$ cat src/rtl/loader_pkg.sv
// Shared definitions for the instruction-memory loader: FSM states, the
// length-field width, and the state-to-status-output mapping.
package loader_pkg;

  localparam int LEN_W = 16;

  typedef enum logic [2:0] {
    ST_LEN_LO,
    ST_LEN_HI,
    ST_DATA,
    ST_CHECK,
    ST_DONE,
    ST_ERROR
  } state_t;

  typedef struct packed {
    logic s_ready;
    logic done;
    logic error;
    logic core_rst_n;
  } flags_t;

  // Status outputs are a pure function of the state being entered, so the top
  // can register them alongside the state and keep them glitch-free.
  function automatic flags_t state_flags(input state_t s);
    flags_t f;
    f.s_ready    = (s inside {ST_LEN_LO, ST_LEN_HI, ST_DATA, ST_CHECK});
    f.done       = (s == ST_DONE);
    f.error      = (s == ST_ERROR);
    f.core_rst_n = (s == ST_DONE);
    return f;
  endfunction

endpackage

$ cat src/rtl/imem_loader.sv
// Streams a length-prefixed, XOR-checksummed program into instruction memory
// one word at a time and releases the core reset only after a good load.
module imem_loader
  import loader_pkg::*;
#(
  parameter int IMEM_DEPTH = 256,
  localparam int ADDR_W = $clog2(IMEM_DEPTH)
) (
  input  logic              clk,
  input  logic              rst_n,
  input  logic              s_valid,
  input  logic [7:0]        s_data,
  output logic              s_ready,
  input  logic              restart,
  output logic              imem_we,
  output logic [ADDR_W-1:0] imem_addr,
  output logic [31:0]       imem_wdata,
  output logic              core_rst_n,
  output logic              done,
  output logic              error
);

  state_t           state;
  state_t           state_nxt;
  logic [7:0]       len_lo;
  logic [LEN_W-1:0] len;
  logic [LEN_W-1:0] len_in;
  logic [LEN_W-1:0] word_idx;
  logic [1:0]       byte_cnt;
  logic [31:0]      word_buf;
  logic [7:0]       checksum;
  logic             accept;
  logic             last_word;

  assign accept    = s_valid && s_ready;
  assign len_in    = {s_data, len_lo};
  assign last_word = ((word_idx + LEN_W'(1)) == len);

  // NOTE: every variable written in always_comb gets a default first, so no
  // path through the case can leave it unassigned and infer a latch.
  always_comb begin
    state_nxt = state;
    unique case (state)
      ST_LEN_LO: if (accept) state_nxt = ST_LEN_HI;
      ST_LEN_HI: begin
        if (accept) begin
          if (len_in > LEN_W'(IMEM_DEPTH)) state_nxt = ST_ERROR;
          else if (len_in == '0)           state_nxt = ST_CHECK;
          else                             state_nxt = ST_DATA;
        end
      end
      ST_DATA:   if (accept && byte_cnt == 2'd3 && last_word) state_nxt = ST_CHECK;
      ST_CHECK: begin
        if (accept) state_nxt = (s_data == checksum) ? ST_DONE : ST_ERROR;
      end
      ST_DONE,
      ST_ERROR:  if (restart) state_nxt = ST_LEN_LO;
      default:   state_nxt = ST_LEN_LO;
    endcase
  end

  // NOTE: sequential state uses non-blocking assignments only, so every
  // register samples pre-edge values regardless of statement order.
  always_ff @(posedge clk or negedge rst_n) begin
    if (!rst_n) begin
      state      <= ST_LEN_LO;
      s_ready    <= 1'b0;
      done       <= 1'b0;
      error      <= 1'b0;
      core_rst_n <= 1'b0;
      imem_we    <= 1'b0;
      imem_addr  <= '0;
      imem_wdata <= '0;
      len_lo     <= '0;
      len        <= '0;
      word_idx   <= '0;
      byte_cnt   <= '0;
      word_buf   <= '0;
      checksum   <= '0;
    end else begin
      state <= state_nxt;
      {s_ready, done, error, core_rst_n} <= state_flags(state_nxt);
      imem_we <= 1'b0;

      unique case (state)
        ST_LEN_LO: if (accept) len_lo <= s_data;
        ST_LEN_HI: if (accept) len <= len_in;
        ST_DATA: begin
          if (accept) begin
            checksum <= checksum ^ s_data;
            byte_cnt <= byte_cnt + 2'd1;
            if (byte_cnt == 2'd3) begin
              imem_we    <= 1'b1;
              imem_addr  <= word_idx[ADDR_W-1:0];
              imem_wdata <= {s_data, word_buf[23:0]};
              // The last word leaves the index at N-1; it never wraps.
              if (!last_word) word_idx <= word_idx + LEN_W'(1);
            end else begin
              word_buf[{byte_cnt, 3'b000} +: 8] <= s_data;
            end
          end
        end
        ST_DONE,
        ST_ERROR: begin
          if (restart) begin
            len_lo   <= '0;
            len      <= '0;
            word_idx <= '0;
            byte_cnt <= '0;
            word_buf <= '0;
            checksum <= '0;
          end
        end
        default: ;
      endcase
    end
  end

endmodule

$ cat config.mk
export PLATFORM = sky130hd
export DESIGN_NAME = imem_loader
export DESIGN_NICKNAME = d
export VERILOG_FILES = /design/src/rtl/loader_pkg.sv /design/src/rtl/imem_loader.sv
export SDC_FILE = /design/constraint.sdc
export NUM_CORES = 1
export LEC_CHECK = 0
export BUFFER_PORTS_ARGS = -buffer_cell sky130_fd_sc_hd__buf_2
export CORE_MARGIN = 5
export CORE_UTILIZATION = 53
export CTS_CLUSTER_SIZE = 40
export DETAILED_ROUTE_END_ITERATION = 12
export PLACE_DENSITY = 0.76
export SETUP_SLACK_MARGIN = 0.3
export SLEW_MARGIN = 20
export SYNTH_ARGS = -nofsm -noshare
export SYNTH_HDL_FRONTEND = slang
export SYNTH_SLANG_ARGS = --single-unit
$ cat constraint.sdc
create_clock -name clk -period 2.7 [get_ports clk]
set_input_delay 0.135 -clock clk [delete_from_list [all_inputs] [get_ports clk]]
set_output_delay 0.135 -clock clk [all_outputs]
set_load 0.01 [all_outputs]
**Yosys cells after proc, flatten, opt, wreduce, memory -nomap -nowiden**

Index checks and enable logic that the tools add are counted.

- Bits in writable memories: 0
- Memory bits (read-only): 0
- Input bits: 12
- Word-level logic and storage cells: 89
- Flip-flop bits (word level): 129
- Memories: 0
- Latch bits: 0
- Output and inout port bits: 45

- Div/mod/pow operators: 0
- Shifts and indexed selects: 2
- Mux-type cells: 32
- $mul: 0
- Reductions and logical operators: 17
- Add/subtract/negate cells: 3
- Bitwise logic cells: 1
- Order comparisons: 1
- Eq/ne operators: 20

Operators with widths:

| cell | count |
|---|---|
| two-way mux 32 bit | 3 |
| two-way mux 16 bit | 5 |
| one-hot mux 16 bit (2 select lines) | 2 |
| one-hot mux 32 bit (2 select lines) | 1 |
| bitwise mux 32 bit | 1 |
| one-hot mux 8 bit (2 select lines) | 2 |
| variable shift 8 x 7 -> 32 bit (first input constant) | 1 |
| indexed part select 8 x 7 -> 32 bit | 1 |
| two-way mux 8 bit | 3 |
| two-way mux 3 bit | 6 |
| adder 16 x 1 -> 16 bit (second input constant) | 1 |
| == test 16 bit | 1 |
| greater-than comparator 16 x 9 -> 1 bit (second input constant) | 1 |
| logical NOT 16 bit | 1 |
| one-hot mux 3 bit (5 select lines) | 1 |
| inequality test 2 bit (second input constant) | 7 |
| == test 3 x 2 -> 1 bit (second input constant) | 4 |
| == test 3 bit (second input constant) | 4 |
| AND reduction 3 bit | 4 |
| == test 8 bit | 1 |
| bitwise XOR 8 bit | 1 |
| negator 5 -> 7 bit | 1 |
| == test 3 x 1 -> 1 bit (second input constant) | 2 |
| logical NOT 3 bit | 2 |
| other kinds (11) | 20 |

**Longest topological paths before layout**

- Depth after elaboration: 7
- Depth in mapped cells: 12
- Gate-level depth less buffers: 9

**Least setup slack after synthesis**

OpenSTA, ideal clock, no wires.

- Path kind: reg2reg
- From: register word_idx[0]
- To: register word_idx[4]
- Period minus slack after synthesis: 2533 ps
- Required time: 2579 ps
- Setup slack: 167 ps
- Data arrival time: 2412 ps
- Setup time: 121 ps
- Stages on the path, launching flop included: 12
- Cells stage by stage: dfrtp_1 ha_1 nand3_1 nor3_1 xnor2_1 a21oi_1 a22o_1 and4b_1 buf_4 or2_4 buf_6 o22a_1

- Cells in the longest elaborated chain, start to end: 5
- Elaborated cells between the ends (all ways): 8
- Classes of those cells: 1 x add/sub; 2 x eq/ne; 4 x mux; 1 x reduce/logical

RTL lines:

| item | RTL line | source |
|---|---|---|
| start: declaration | imem_loader.sv:28 | `logic [LEN_W-1:0] word_idx;` |
| start signal: assignment | imem_loader.sv:97 | `if (!last_word) word_idx <= word_idx + LEN_W'(1);` |
| adder 16 x 1 -> 16 bit * | imem_loader.sv:37, imem_loader.sv:97 |  |
| parallel branches: the longest is 4 deep, another holds == test 16 bit | -- |  |

Every way passes the cells marked *. The select of a mux whose other input is x is not followed.
A chain may end at the register's enable or synchronous reset.

**Final worst setup path**

- From: register word_idx[1]
- To: register word_idx[11]

The elaborated chain is that of the path after synthesis.

==> insert_results.sql <==
INSERT INTO impl_metrics (metric_group, metric, value, unit) VALUES
('run_status', 'outcome', 'finished, final reports clean', ''),
('route', 'detail-route-antenna-nets', '0', ''),
('critical_path', 'critPathArrivalTime', '2.89', 'ns'),
('logic_synthesis', 'syn_nets', '674', ''),
('logic_synthesis', 'syn_area', '0.00577', 'mm²'),
('timing', 'hold-worst-slack', '0.0652', 'ns'),
('global_routing', 'grt_first_pass_wirelength', '25700', 'µm'),
('timing', 'min_period_over_period', '92.3', '%'),
('die', 'design.portCount', '57', ''),
('logic_synthesis', 'yosysWarnings', '0', ''),
('critical_path', 'critPathLaunchType', 'register', ''),
('timing', 'fmax', '401', 'MHz'),
('die', 'start_util', '53.7', '%'),
('power', 'power_per_cell_area', '815', 'mW/mm²'),
('power', 'ir_drop', '510', 'µV'),
('logic_synthesis', 'ys.flop_type', 'sky130_fd_sc_hd__dfrtp_1', ''),
('cells_and_area', 'layout-drive-gt1-share', '24.5', '%'),
('cells_and_area', 'fin_nets', '766', ''),
('timing', 'grt_setup_unrepaired', 'true', ''),
('min_path', 'min-delay-path-class', 'input port to async pin', ''),
('power', 'switching_share', '33.0', '%'),
('placed_design', 'place_hpwl', '10400', 'µm'),
('job', 'cap_violations', '0', ''),
('clocking', 'cts_inserted_buffers', '17', ''),
('logic_synthesis', 'ys_top_cells_by_count', 'sky130_fd_sc_hd__nand2_1 (233), sky130_fd_sc_hd__dfrtp_1 (121), sky130_fd_sc_hd__o21ai_0 (69), sky130_fd_sc_hd__clkbuf_1 (33), sky130_fd_sc_hd__xnor2_1 (26)', ''),
('clocking', 'tritoncts_clock_tree', 'done', ''),
('global_routing', 'first_global_vias', '5094', ''),
('critical_path', 'critical_path.endpoint_type', 'register', ''),
('logic_synthesis', 'synth_edf_count', '0', ''),
('die', 'design.die.area', '0.0131', 'mm²'),
('route', 'drt-pass1-iter-count', '5', ''),
('logic_synthesis', 'ys_ff_latch', '121', ''),
('placed_design', 'place.gp.congestion', '0.928', ''),
('timing', 'setup_viol', '0', ''),
('route', 'via_count', '5116', ''),
('critical_path', 'crit_path_max_fanout', '6', ''),
('power', 'clock_power_share', '37.5', '%'),
('power', 'seq_power_share', '39.0', '%'),
('critical_path', 'worstPathCellList', 'ha_4, nand3_4, buf_4, nor3_2, xnor2_1, a21oi_1, a22o_1, and4b_2, buf_6, o31ai_2, o31ai_1', ''),
('die', 'die_y', '114', 'µm'),
('placed_design', 'place.port_buffers', '56', ''),
('die', 'area_of_the_core_region', '0.0107', 'mm²'),
('logic_synthesis', 'synth_most_common_cell', 'sky130_fd_sc_hd__nand2_1', ''),
('route', 'detailedRoute.firstIterationViolations', '400', ''),
('logic_synthesis', 'netlist.area_leader.share', '52.5', '%'),
('cells_and_area', 'synthToLayoutAreaGrowth', '27.6', '%'),
('route', 'routed_wl', '15700', 'µm'),
('clocking', 'tritoncts_num_sinks', '121', ''),
('route', 'detail_route.drc_violations', '0', ''),
('timing', 'max_slew_headroom_at_the_worst_pin', '34.2', '%'),
('logic_synthesis', 'synth.lib_cells_used.distinct', '52', ''),
('die', 'die_width', '114', 'µm'),
('timing', 'worstMarginPinSlew', '0.976', 'ns'),
('power', 'leakage_power_total', '3.53', 'nW'),
('logic_synthesis', 'yosysSeqAreaShare', '52.5', '%'),
('clocking', 'clock_tree.htree_level_count', '4', ''),
('logic_synthesis', 'netlist_instances', '657', ''),
('cells_and_area', 'antenna-diode-count', '0', ''),
('logic_synthesis', 'avgSynthCellArea', '8.79', 'µm²'),
('die', 'fp-row-count', '38', ''),
('critical_path', 'critical-path-slowest-cell', 'sky130_fd_sc_hd__dfrtp_2', ''),
('logic_synthesis', 'postSynth.asyncResetShare', '100', '%'),
('global_routing', 'grt_max_degree', '96', ''),
('critical_path', 'worst_r2r_path_depth', '11', ''),
('route', 'wire_per_inst', '17.4', 'µm'),
('timing', 'report.final.hold_viol_count', '0', ''),
('critical_path', 'critical-path-max-stage-delay', '0.42', 'ns'),
('global_routing', 'grt_antenna_before_repair', '0', ''),
('timing', 'finalClockSkew', '0.00571', 'ns'),
('power', 'power_switching', '1.98', 'mW'),
('clocking', 'worst_setup_hold_path_clk_slew', '0.06', 'ns');
==> sequential cells by signal, indices dropped and copies added, names as in the netlist <==
register	cells
imem_wdata	32
word_buf	24
len	16
word_idx	16
checksum	8
imem_addr	8
len_lo	8
state	3
byte_cnt	2
done	1
error	1
imem_we	1
s_ready	1
==> kinds of logic after synthesis <==
kind of cell               Yosys count  share of synthesized area [%]
DFF                                121                           52.5
and+or+nand+nor                    319                           24.2
AOI/OAI and AO/OA                  125                           13.0
adders and majority gates            5                           1.08
xor gates and xnor gates            34                           5.16
buffers and inverters               53                           4.05
==> cell type report <==
type | instances | area [µm²]
clock buffer | 17 | 414
clock inverter | 15 | 174
timing repair buffer | 118 | 812
multi-input combinational | 484 | 2720
inverter | 7 | 26.3
tap | 140 | 175
sequential | 121 | 3040
fill | 813 | 3380
==> power groups by stage <==
stage | Sequential, mW | Combinational, mW | Clock, mW
6_report | 2.34 | 1.41 | 2.25
3_5_place_dp | 2.36 | 1.26 | 0
5_1_grt | 2.37 | 1.58 | 2.37
2_1_floorplan | 2.27 | 0.929 | 0
3_3_place_gp | 2.35 | 1.22 | 0
4_1_cts | 2.34 | 1.37 | 2.28
==> cell usage in the layout (no fill, tap or decap), drive strengths merged, types with 2 or more instances in the layout <==
cell / netlist / final
o2111ai: 2 / 2
o22a: 5 / 5
nand3: 16 / 16
nand4: 6 / 6
clkinvlp: 0 / 2
buf: 13 / 108
nor3b: 2 / 2
and2: 4 / 4
ha: 5 / 5
a21oi: 10 / 10
and3: 8 / 8
nand2: 233 / 233
nor4: 8 / 8
or2: 2 / 2
nand2b: 3 / 3
nor2: 17 / 17
dfrtp: 121 / 121
nor3: 12 / 12
inv: 7 / 10
and4b: 1 / 2
clkinv: 0 / 7
clkbuf: 33 / 17
o31ai: 22 / 22
a31oi: 2 / 2
xnor2: 26 / 26
xor2: 8 / 8
and4: 2 / 2
dlygate4sd3: 0 / 10
bufinv: 0 / 3
o21ai: 74 / 74
==> worst max-delay path, delay by kind of cell, from the launching register on <==
kind	cells	cell delay [ns]
xor gates and xnor gates	1	0.18
AOI/OAI and AO/OA	4	0.65
DFF	1	0.42
buffers and inverters	2	0.32
adders and majority gates	1	0.20
and+or+nand+nor	3	0.59
==> final timing paths <==
path                                           from                    endpoint  slack, ns
max reg2reg                 word_idx[1]$_DFFE_PN0P_    word_idx[11]$_DFFE_PN0P_       0.21
max in group asynchronous                     rst_n     word_idx[2]$_DFFE_PN0P_       1.80
min                                           rst_n    imem_addr[6]$_DFFE_PN0P_       0.07
min in group clk                            s_valid          state[1]$_DFF_PN0_       0.09
min reg2reg                word_buf[20]$_DFFE_PN0P_  imem_wdata[20]$_DFFE_PN0P_       0.47
max                         word_idx[1]$_DFFE_PN0P_    word_idx[11]$_DFFE_PN0P_       0.21
==> what timing repair did <==
item                       CTS  global route
hold buffers                10             0
setup endpoints to repair   19            20
cloned                       1             0
buffers inserted            13             8
hold endpoints to repair    59             0
pin swaps                   10            15
resized for setup           36            18
==> metal layers <==
metal / global-route usage, % / share of wire [%]
met5: 0 / 0
met4: 9.82 / 2.3
met3: 5.60 / 5.5
met1: 33.6 / 44
met2: 40.2 / 49
==> metrics by stage <==
stage	instances	setup WS, ns	total power, mW	instance area [µm²]	utilization (%)
3_3_place_gp	838	-0.00664	3.57	6280	58.4
6_report	902	0.209	6.00	7360	68.5
4_1_cts	894	0.302	5.98	7220	67.2
3_5_place_dp	838	-0.0266	3.62	6280	58.4
5_1_grt	902	0.0858	6.31	7360	68.5
2_1_floorplan	657	0.324	3.20	5780	-
No activity file was read; power rests on OpenSTA's default activity.
